### src/rtl/bin_to_bcd.sv
// Sequential double-dabble binary to BCD converter.
// One input bit per clock, MSB first, optional leading-zero blanking.
module bin_to_bcd #(
    parameter int WIDTH    = 16,
    parameter int DIGITS   = 5,
    parameter int LZ_BLANK = 1
) (
    input  logic                Clk,
    input  logic                Reset,
    input  logic                Start,
    input  logic [WIDTH-1:0]    BinIn,
    output logic [4*DIGITS-1:0] BcdOut,
    output logic                Busy,
    output logic                Done
);

    localparam int AW = 4 * DIGITS;
    localparam int CW = $clog2(WIDTH + 1);

    typedef enum logic [1:0] {
        IDLE,
        SHIFT,
        DONE
    } state_t;

    state_t         state;
    state_t         state_n;
    logic [WIDTH-1:0] sreg;
    logic [AW-1:0]  acc;
    logic [AW-1:0]  adj;
    logic [CW-1:0]  cnt;
    logic           last;

    // Replace every digit above the top nonzero digit with 4'hF.
    // Digit 0 is never blanked so zero still shows "0".
    function automatic logic [AW-1:0] blank(input logic [AW-1:0] a);
        logic          seen;
        logic [AW-1:0] r;
        seen = 1'b0;
        r    = a;
        for (int i = DIGITS - 1; i >= 1; i--) begin
            if (a[4*i +: 4] != 4'd0) begin
                seen = 1'b1;
            end
            if ((LZ_BLANK != 0) && !seen) begin
                r[4*i +: 4] = 4'hF;
            end
        end
        return r;
    endfunction

    assign last = (cnt == CW'(WIDTH));

    // Add-3 correction applied to every digit before each shift.
    always_comb begin
        adj = acc;
        for (int i = 0; i < DIGITS; i++) begin
            if (acc[4*i +: 4] >= 4'd5) begin
                adj[4*i +: 4] = acc[4*i +: 4] + 4'd3;
            end
        end
    end

    // Next-state logic.
    always_comb begin
        state_n = state;
        unique case (state)
            IDLE:    if (Start) state_n = SHIFT;
            SHIFT:   if (last) state_n = DONE;
            DONE:    state_n = IDLE;
            default: state_n = IDLE;
        endcase
    end

    // State register with registered Busy/Done flags.
    always_ff @(posedge Clk) begin
        if (Reset) begin
            state <= IDLE;
            Busy  <= 1'b0;
            Done  <= 1'b0;
        end else begin
            state <= state_n;
            Busy  <= (state_n != IDLE);
            Done  <= (state_n == DONE);
        end
    end

    // Shift register, accumulator, counter and result register.
    always_ff @(posedge Clk) begin
        if (Reset) begin
            sreg   <= '0;
            acc    <= '0;
            cnt    <= '0;
            BcdOut <= blank('0);
        end else begin
            unique case (state)
                IDLE: begin
                    if (Start) begin
                        sreg <= BinIn;
                        acc  <= '0;
                        cnt  <= '0;
                    end
                end
                SHIFT: begin
                    if (!last) begin
                        {acc, sreg} <= {adj, sreg} << 1;
                        cnt         <= cnt + CW'(1);
                    end else begin
                        BcdOut <= blank(acc);
                    end
                end
                default: begin
                end
            endcase
        end
    end

endmodule

### config.mk
export PLATFORM = sky130hd
export DESIGN_NAME = bin_to_bcd
export DESIGN_NICKNAME = d
export VERILOG_FILES = /design/src/rtl/bin_to_bcd.sv
export SDC_FILE = /design/constraint.sdc
export NUM_CORES = 1
export LEC_CHECK = 0
export BUFFER_PORTS_ARGS = -buffer_cell sky130_fd_sc_hd__buf_2
export CAP_MARGIN = 20
export CORE_MARGIN = 5
export CORE_UTILIZATION = 50
export DETAILED_ROUTE_END_ITERATION = 12
export GPL_TIMING_DRIVEN = 0
export PLACE_DENSITY = 0.69
export SETUP_SLACK_MARGIN = 0.1
export SYNTH_ARGS = -nofsm -noshare
export SYNTH_HDL_FRONTEND = slang
export SYNTH_SLANG_ARGS = --single-unit
export TNS_END_PERCENT = 20
### constraint.sdc
create_clock -name Clk -period 2.3 [get_ports Clk]
set_input_delay 0.115 -clock Clk [delete_from_list [all_inputs] [get_ports Clk]]
set_output_delay 0.115 -clock Clk [all_outputs]
set_load 0.01 [all_outputs]
; After elaboration in Yosys (flattened, before gate mapping)
; Index checks and enable logic that the tools add are counted.
; Widths: inputs -> output; s select.
[word_totals]
elab_cells = 69
ff_bits = 65
out_inout_bits = 22
[classes]
n_eq_ne = 5
mux = 37
order_cmp = 5
add_sub_neg = 6
n_reduce_logical = 9
[op_table]
columns = op, count
row1 = $mux 20, 2
row2 = $pmux 20 s2, 1
row3 = $mux 16, 2
row4 = $mux 4, 8
row5 = $pmux 16 s2, 1
row6 = $ge 4x3->1 const B, 5
row7 = $add 4x2->4 const B, 4
row8 = $mux 1, 16
row9 = $reduce_bool 4->1, 4
row10 = $mux 5, 2
row11 = $pmux 5 s2, 1
row12 = $add 5x1->5 const B, 1
row13 = $eq 5x5->1 const B, 1
row14 = $mux 2, 2
row15 = $ne 2x2->1 const B, 2
row16 = $pmux 2 s2, 1
row17 = $reduce_bool 2->1, 2
row18 = $add 3x2->3 const B, 1
row19 = $mux 3, 1
row20 = $reduce_and 3->1, 1
row21 = $eq 2x1->1 const B, 1
row22 = $eq 2x2->1 const B, 1
row23 = $logic_not 2->1, 1
row24 = $reduce_and 2->1, 1

; Logic depth before layout (Yosys ltp)
; Gate-level depths: netlist of run 1.
[logic_depth]
depth_word = 18
mapped_depth = 7
ltp_nobuf = 6

; Worst setup path after synthesis of run 1
; Ideal clock, no wire load.
[synth_timing]
path_kind = register to register
from = register cnt[0]
to = register acc[10]
path_slack_ns = 0.757
setup_ns = 0.117
arrival_ns = 1.426
path_stages_with_launch = 8
synth_period_minus_slack_ns = 1.543
cell_sequence = dfxtp_1 > inv_1 > ha_1 > and4bb_4 > nor2_1 > nor2_2 > buf_6 > a22o_1
[synth_via]
elab_chain_cells = 3
[synth_rtl]
columns = item, line
row1 = from (decl), 31  ; logic [CW-1:0] cnt;
row2 = from (signal assigned), 107  ; cnt <= cnt + CW'(1);
row3 = $eq 5x5->1, 52  ; assign last = (cnt == CW'(WIDTH));
row4 = $ne 2x2->1 (no source line), n/a
row5 = $reduce_and 3->1 (no source line), n/a
row6 = to (signal assigned), 106  ; {acc, sreg} <= {adj, sreg} << 1;
row7 = to (decl), 29  ; logic [AW-1:0] acc;
; No other way between the ends.
; A chain may end at the register's enable or synchronous reset.

; Worst setup path in the final report of run 1
[layout_timing]
from = register cnt[0]
to = register acc[3]
; The elaborated chain is that of the path after synthesis.

==> out/qor.yml, run 1 <==
cts_sinks: 65
status: "completed"
chipHeight_um: 89.1
syn_nets: 341
synth_edf_count: 0
synth_top_cell_area_share_pct: 41.6
diodes: 0
vias_per_cell: 5.33
power_density_mw_per_mm2: 729
fmaxAchievable_ghz: 0.529
num_rows: 28
cts_tree: "yes"
postPlaceCellArea_mm2: 0.00342
cts_buffers: 9
grt_pass1_vias: 2246
grt_use_total_pct: 17.6
root_buffer: "clkbuf_8"
synthesis.area_mm2: 0.00313
worstSetupEndpointType: "register"
drt_iter0_drc: 86
synthCells: 307
ctsHoldBuffers: 0
irDropWorstVdd_mv: 0.385
maxSlewViolCount: 0
remaining_drc_errors: 0
drv_cap: 0
cts_max_path_buffers: 2
synth_ff_type: "dfxtp_1"
fin_crit_ns: 1.89
ys_seq_area_share_pct: 41.6
post_drt_wl_per_cell_um: 14.5
antenna_found_initial: 0
post_cts_buffers: 0
grt_pass1_wl_um: 10800
holdWs_ns: 0.0170
start_util_pct: 52.2
power.total_w: 0.00268
area_growth_pct: 17.3
setup_viol: 0
gp_congestion: 0.807
fp.dieArea_mm2: 0.00794
fin_area_mm2: 0.00367
p_leak_nw: 1.54
skew_ns: 0.0146
crit_type: "register to register"
yosysUniqueCellTypes: 43
drive_gt1_share_pct: 29.0
die_w_um: 89.1
critical_path_arrival_ns: 2.18
synthTopCellsByArea: "dfxtp_1 42%, ha_1 6.0%, mux2i_1 5.8%"
final_cells: 437
yosys_warnings: 0
worstHoldPathType: "primary input to register"
min_period_over_period_pct: 82.2
hpwl_um: 4500
synth_top_area_cell: "dfxtp_1"
io_pins: 41
finalWirelength_um: 6320
vias: 2331
io_buffers: 39
required_ns: 2.59
worstMarginPinSlew_ns: 0.600
critPathMaxFanout: 10
cts.clk_slew.worst_paths_ns: 0.09
layout.nets: 391
grt_max_degree: 13
setup.worst_path.start_class: "register"
synth-seq-cells: 65
clk_latency_ns: 0.35
h-tree-depth: 3
ant_nets: 0
dp_cells: 421
synthArstFlopShare_pct: 0
relSlewSlack_pct: 59.9
rsz0062_at_grt: "false"
hold_violations: 0
first_pass_iters: 5
overflow: 0
core_area_mm2: 0.00599
synth.avg_cell_area_um2: 10.2
setup_tns_ns: 0
post_cts_resized: 0
-- through the flow --
| stage | utilization, % | worst slack [ns] |
|---|---|---|
| 5_1_grt | 61.3 | 0.281 |
| 4_1_cts | 61.3 | 0.437 |
| 3_3_place_gp | 57.1 | 0.488 |
| 6_report | 61.3 | 0.411 |
| 2_1_floorplan | - | 0.757 |
| 3_5_place_dp | 57.1 | 0.467 |
-- path summary, 6_finish.rpt --
kind / startpoint / slack (ns) / end / depth (start not counted)
max: cnt[0] / 0.41 / acc[3] / 7
min: BinIn[0] / 0.02 / sreg[0] / 3
max reg2reg: cnt[0] / 0.41 / acc[3] / 7
min reg2reg: BcdOut[2] / 0.46 / BcdOut[2] / 2
-- placed cells by master, fill, tap and decap left out, drive strengths merged, types with 3 or more instances in the layout --
cell | Yosys | final
bufinv | 0 | 3
nor3b | 3 | 3
nor3 | 7 | 7
clkbuf | 4 | 14
xor2 | 3 | 3
o31ai | 3 | 3
o22a | 12 | 12
inv | 12 | 12
buf | 9 | 48
ha | 15 | 15
nor2 | 35 | 35
nand2 | 25 | 25
o211ai | 7 | 7
nand4 | 3 | 3
o21ai | 6 | 6
a22o | 12 | 12
nand3 | 10 | 10
o21bai | 4 | 4
mux2i | 18 | 18
a21oi | 14 | 14
xnor2 | 5 | 5
nand2b | 12 | 12
a211oi | 15 | 15
dfxtp | 65 | 65
-- per-layer routing --
layer | vias to the layer above | wire length (µm) | track usage [%]
li1 | 1199 | - | -
met1 | 1084 | 3080 | 22.6
met2 | 37 | 2880 | 27.9
met3 | 11 | 237 | 3.69
met4 | 0 | 127 | 8.93
met5 | - | 0 | 0
-- cell families after synthesis --
kind of cell               share of synthesized area, %
AOI/OAI and AO/OA                                  20.1
xor gates and xnor gates                           2.24
adders and majority gates                          6.00
buffers and inverters                              6.40
DFF                                                41.6
muxes                                              5.76
and+or+nand+nor                                    17.9
-- final cells by class --
| type | instances | area (µm²) |
|---|---|---|
| buffer | 13 | 155 |
| tap | 75 | 93.8 |
| multi-input combinational | 217 | 1630 |
| timing repair buffer | 39 | 195 |
| fill | 506 | 2320 |
| sequential | 65 | 1300 |
| clock buffer | 10 | 138 |
| inverter | 12 | 45.0 |
| clock inverter | 6 | 115 |
-- worst max-delay path, stage by stage, from the launching register on --
cell	delay, ns
dfxtp_1	0.40
inv_1	0.09
ha_1	0.22
and4bb_4	0.24
nor3_4	0.37
buf_2	0.32
nand3_1	0.10
nand2_1	0.09
-- synthesized netlist by cell type, types with 3 or more instances --
library cell,count
o21bai_1,4
buf_6,4
nand3_1,10
a211oi_2,14
o31ai_1,3
nor3_1,5
nor2_2,15
ha_1,15
xnor2_1,5
dfxtp_1,65
nand4_1,3
xor2_1,3
mux2i_1,18
a21oi_1,14
nand2b_1,10
inv_1,12
nor2_1,20
o22a_1,12
o21ai_0,4
a22o_1,12
clkbuf_8,3
o211ai_1,7
nand2_1,24
-- power breakdown --
| group | leakage [nW] | switching, W | internal, W |
|---|---|---|---|
| combinational | 0.889 | 0.000144 | 0.000122 |
| sequential | 0.529 | 0.0000260 | 0.00116 |
| clock | 0.123 | 0.000470 | 0.000753 |
-- registers in the layout, indices dropped and copies added, names as in the netlist --
| signal | cells |
|---|---|
| acc | 20 |
| BcdOut | 20 |
| sreg | 16 |
| Done | 1 |
| Busy | 1 |
| cnt | 5 |
| state | 2 |
Note: power is estimated with default switching activity, not from simulation.
==> run 2: changes to the inputs <==
==> constraint.sdc (replaced) <==
create_clock -name Clk -period 1.95 [get_ports Clk]
set_input_delay 0.0975 -clock Clk [delete_from_list [all_inputs] [get_ports Clk]]
set_output_delay 0.0975 -clock Clk [all_outputs]
set_load 0.01 [all_outputs]
==> run 2 against run 1 <==
Total power up 18%. Maximum frequency up 3.8%. Critical path depth down 1. Critical path type unchanged. Largest cell class unchanged. Largest power group unchanged. Highest routed layer unchanged.
==> out/qor.yml, run 2 (synthesis results as in run 1) <==
drt_iter0_drc: 84
area_growth_pct: 18.0
io_buffers: 39
vias_per_cell: 5.34
fin_area_mm2: 0.00369
min_period_over_period_pct: 93.3
cts_tree: "yes"
cts_max_path_buffers: 2
grt_use_total_pct: 17.7
h-tree-depth: 3
regArea_mm2: 0.00130
maxSlewViolCount: 0
required_ns: 2.18
clockPowerShare_pct: 45.6
root_buffer: "clkbuf_8"
worstMarginPinSlew_ns: 0.478
reg2reg_from: "cnt[0]"
start_util_pct: 52.2
setup_tns_ns: 0
fin_crit_ns: 1.82
overflow: 0
die_w_um: 89.1
worstHoldPathType: "primary input to register"
final_common_cell: "dfxtp_1"
p_leak_nw: 1.55
r2r_cells: 6
final_cell_mix: "65 x dfxtp_1, 41 x buf_2, 24 x nand2_1"
min_to: "Done"
ant_nets: 0
io_pins: 41
grt_pass1_wl_um: 10800
irDropWorstVdd_mv: 0.446
skew_ns: 0.0139
switching_share_pct: 23.8
power.internal_w: 0.00241
crit_type: "register to register"
path_delay_family: "simple AND/OR/NAND/NOR gates"
remaining_drc_errors: 0
diodes: 0
vias: 2345
hold_violations: 0
seq_power_share_pct: 44.3
postPlaceCellArea_mm2: 0.00342
fmaxAchievable_ghz: 0.550
setup.worst_path.start_class: "register"
rsz0062_at_grt: "true"
clk_latency_ns: 0.35
slowest_stage: "nor3_2"
power_density_mw_per_mm2: 856
p_switching_w: 0.000754
max_stage_delay_ns: 0.36
critPathMaxFanout: 5
drive_gt1_share_pct: 29.7
post_drt_wl_per_cell_um: 14.5
r2r_setup_slack_ns: 0.13
whs_path_depth: 2
gp_congestion: 0.807
cts_buffers: 9
first_pass_iters: 4
fill_cells: 504
status: "completed"
finalWirelength_um: 6370
hpwl_um: 4500
grt_pass1_vias: 2263
cts_sinks: 65
cts.clk_slew.worst_paths_ns: 0.09
core_area_mm2: 0.00599
worstSetupEndpointType: "register"
multi_input_comb_area_mm2: 0.00163
combPwrFrac_pct: 10.1
antenna_found_initial: 0
chipHeight_um: 89.1
r2r_end: "BcdOut[4]"
fp.dieArea_mm2: 0.00794
grt_max_degree: 13
num_rows: 28
path_cells: "inv_1 -> ha_1 -> nand4bb_1 -> nor3_2 -> o21ai_1 -> o22a_1"
critical_path_arrival_ns: 2.05
relSlewSlack_pct: 68.2
drv_cap: 0
setup_viol: 0
top_regs: "BcdOut: 20 flops, acc: 20 flops, sreg: 16 flops"
worst-path-buf-inv: 1
layout.nets: 393
min-delay-start: "Reset"
==> run 2: worst max-delay path by stage <==
stage          startpoint   endpoint  cells past startpoint
5_1_grt            cnt[0]  BcdOut[7]                      6
3_3_place_gp       cnt[0]    acc[15]                      7
2_1_floorplan      cnt[0]    acc[10]                      7
4_1_cts            cnt[0]  BcdOut[7]                      6
3_5_place_dp       cnt[0]     acc[3]                      7
6_report           cnt[0]  BcdOut[4]                      6
==> run 2: repair_timing <==
item | CTS | global route
buffers inserted | 1 | 0
endpoints found under the hold margin | 1 | 0
resized for setup | 0 | 2
pin swaps | 1 | 0
setup endpoints to repair | 6 | 29
hold buffers | 1 | 0
==> run 2: power groups by stage <==
stage                     registers [W]  clock network [W]  logic, W
final                           0.00140            0.00144  0.000319
after global placement          0.00143                  0  0.000312
after floorplan                 0.00143                  0  0.000251
after CTS                       0.00140            0.00147  0.000322
after global routing            0.00141            0.00154  0.000350
after detailed placement        0.00143                  0  0.000317
==> run 2: area by class of cell <==
cell class,instances,area share [%]
plain buffers,13,4.20
inverters,12,1.22
clock inverters,6,3.12
well taps,75,2.54
flip-flops and latches,65,35.2
repair buffers,41,5.76
multi-input cells,217,44.2
clock buffers,10,3.73
==> run 2: metal layers <==
layer / track usage, % / wire [µm] / part of all wire, % / vias to the layer above
li1: - / - / - / 1206
met1: 22.6 / 3100 / 49 / 1099
met2: 28.1 / 2930 / 46 / 31
met3: 3.69 / 240 / 3.8 / 9
met4: 8.93 / 104 / 1.6 / 0
met5: 0 / 0 / 0 / -
==> run 2: metrics by stage <==
stage | worst slack, ns | power, W | instances | hold WS, ns | utilization (%)
3_3_place_gp | 0.138 | 0.00174 | 421 | 0.345 | 57.1
4_1_cts | 0.0974 | 0.00319 | 439 | 0.0387 | 61.6
6_report | 0.130 | 0.00316 | 439 | 0.0462 | 61.7
3_5_place_dp | 0.117 | 0.00175 | 421 | 0.354 | 57.1
5_1_grt | -0.0131 | 0.00329 | 439 | 0.0341 | 61.7
2_1_floorplan | 0.407 | 0.00168 | 307 | 0.238 | -
==> run 3: changes to the inputs <==
--- a/config.mk
+++ b/config.mk
@@ -5,13 +5,14 @@
 export SDC_FILE = /design/constraint.sdc
 export NUM_CORES = 1
 export LEC_CHECK = 0
+export ABC_AREA = 1
 export BUFFER_PORTS_ARGS = -buffer_cell sky130_fd_sc_hd__buf_2
 export CAP_MARGIN = 20
 export CORE_MARGIN = 5
 export CORE_UTILIZATION = 50
 export DETAILED_ROUTE_END_ITERATION = 12
 export GPL_TIMING_DRIVEN = 0
-export PLACE_DENSITY = 0.69
+export PLACE_DENSITY = 0.68
 export SETUP_SLACK_MARGIN = 0.1
 export SYNTH_ARGS = -nofsm -noshare
 export SYNTH_HDL_FRONTEND = slang
==> run 3 against run 2 <==
Global-route usage is 1.8 points higher. Design area is 3.4% higher. Setup slack better by 0.19 ns. Combinational power is 25% higher. Critical path type unchanged.
==> out/qor.yml, run 3 <==
setup.worst_path.start_class: "register"
required_ns: 2.14
min-delay-start: "BinIn[7]"
fin_area_mm2: 0.00382
cts_sinks: 65
synth_ff_type: "dfxtp_1"
grt_max_degree: 12
ctsHoldBuffers: 0
relSlewSlack_pct: 57.3
root_buffer: "clkbuf_8"
power.total_w: 0.00311
syn_nets: 511
top_regs: "BcdOut: 20 flops, acc: 20 flops, sreg: 16 flops"
setup_tns_ns: 0
die_w_um: 91.2
yosys_warnings: 0
reg2reg_from: "cnt[0]"
num_rows: 29
final_common_cell: "nand2_1"
start_util_pct: 51.6
cts.clk_slew.worst_paths_ns: 0.07
pre_cts_slack_ns: 0.341
area_growth_pct: 16.0
synthTopCellsByCount: "164 x nand2_1, 65 x dfxtp_1, 49 x nand3_1"
grt_pass1_wl_um: 13300
r2r_end: "BcdOut[15]"
critical_path_arrival_ns: 1.82
antenna_found_initial: 0
final_cell_mix: "164 x nand2_1, 65 x dfxtp_1, 49 x buf_2, 49 x nand3_1, 36 x inv_1"
synthArstFlopShare_pct: 0
cts_buffers: 9
hold_violations: 0
core_area_mm2: 0.00639
overflow: 0
critPathMaxFanout: 10
postPlaceCellArea_mm2: 0.00359
synthCells: 477
io_pins: 41
synth_edf_count: 0
h-tree-depth: 3
first_pass_iters: 5
finalWirelength_um: 7730
remaining_drc_errors: 0
min_to: "sreg[7]"
fin_crit_ns: 1.63
synthesis.area_mm2: 0.00329
synth_top_area_cell: "dfxtp_1"
worstHoldPathType: "primary input to register"
synthTopCellsByArea: "dfxtp_1 39%, nand2_1 19%, nand3_1 7.4%"
post_drt_wl_per_cell_um: 12.7
grt_use_total_pct: 19.5
drv_cap: 0
worstSetupEndpointType: "register"
vias: 3094
fmaxAchievable_ghz: 0.615
rsz0062_at_grt: "false"
status: "completed"
hpwl_um: 5530
whs_path_depth: 5
drive_gt1_share_pct: 15.6
ys_seq_area_share_pct: 39.5
grt_pass1_vias: 2898
synth.avg_cell_area_um2: 6.91
fin_ws_ns: 0.324
ant_nets: 0
worstMarginPinSlew_ns: 0.641
p_leak_nw: 1.83
fill_cells: 632
gp_congestion: 0.845
layout.nets: 562
cts_tree: "yes"
chipHeight_um: 91.2
synth_top_cell_area_share_pct: 39.5
diodes: 0
synthMostInstantiatedCell: "nand2_1"
post_cts_buffers: 0
crit_type: "register to register"
maxSlewViolCount: 0
drt_iter0_drc: 223
r2r_cells: 10
vias_per_cell: 5.07
setup_viol: 0
holdWs_ns: 0.0412
clk_latency_ns: 0.34
cts_max_path_buffers: 2
io_buffers: 40
fp.dieArea_mm2: 0.00831
power_density_mw_per_mm2: 814
skew_ns: 0.00788
post_cts_resized: 0
r2r_setup_slack_ns: 0.32
yosysUniqueCellTypes: 26
synth-seq-cells: 65
min_period_over_period_pct: 83.4
irDropWorstVdd_mv: 0.504
[run 3: cell count changes after synthesis, sizes merged, moves of 15 or more]
cell	delta
nand2	+143
a21oi	+21
nand3	+39
mux2i	-18
a211oi	-15
o21ai	+23
inv	+28
[run 3: per-layer routing]
layer  global-route usage (%)  part of all wire (%)
met3                     4.05                   5.5
met5                        0                     0
met1                     25.6                    47
met4                     7.33                   1.3
met2                     31.6                    46
[run 3: power breakdown]
group | switching, W | internal, W
logic | 0.000261 | 0.000137
clock network | 0.000515 | 0.000785
registers | 0.0000360 | 0.00138
total | 0.000811 | 0.00230
[run 3: final cells by class]
cell class / instances / area [µm²] / share of cell area [%]
repair buffers: 40 / 200 / 5.24
clock buffers: 11 / 151 / 3.96
well taps: 77 / 96.3 / 2.52
flip-flops and latches: 65 / 1300 / 34.1
plain buffers: 20 / 124 / 3.24
multi-input cells: 352 / 1720 / 44.9
inverters: 40 / 153 / 4.00
clock inverters: 5 / 77.6 / 2.03
[run 3: worst max-delay path, stage by stage, from the launching register on]
cell	delay, ns
dfxtp_1	0.38
inv_1	0.08
ha_1	0.20
nand2_1	0.07
inv_1	0.06
nand2_4	0.10
nor2_2	0.05
buf_4	0.19
buf_6	0.16
o21ai_0	0.11
nand3_1	0.09
[run 3: worst max-delay path by stage]
stage	start	endpoint	slack (ns)	cells after the start
after floorplan	cnt[0]	BcdOut[15]	0.57	10
final	cnt[0]	BcdOut[15]	0.32	10
after global placement	cnt[0]	BcdOut[14]	0.40	10
after CTS	cnt[0]	BcdOut[15]	0.33	10
after detailed placement	cnt[0]	BcdOut[15]	0.34	10
after global routing	cnt[0]	BcdOut[18]	0.20	10
[run 3: through the flow]
stage / std cells / util (%)
4_1_cts: 610 / 59.8
5_1_grt: 610 / 59.8
6_report: 610 / 59.8
3_3_place_gp: 594 / 56.2
3_5_place_dp: 594 / 56.2
2_1_floorplan: 477 / -
[run 3: kinds of logic after synthesis]
family / share of synthesized area [%]
compound gates: 10.2
buf+inv: 8.39
fa+ha+maj: 5.70
flops: 39.5
simple gates: 36.2
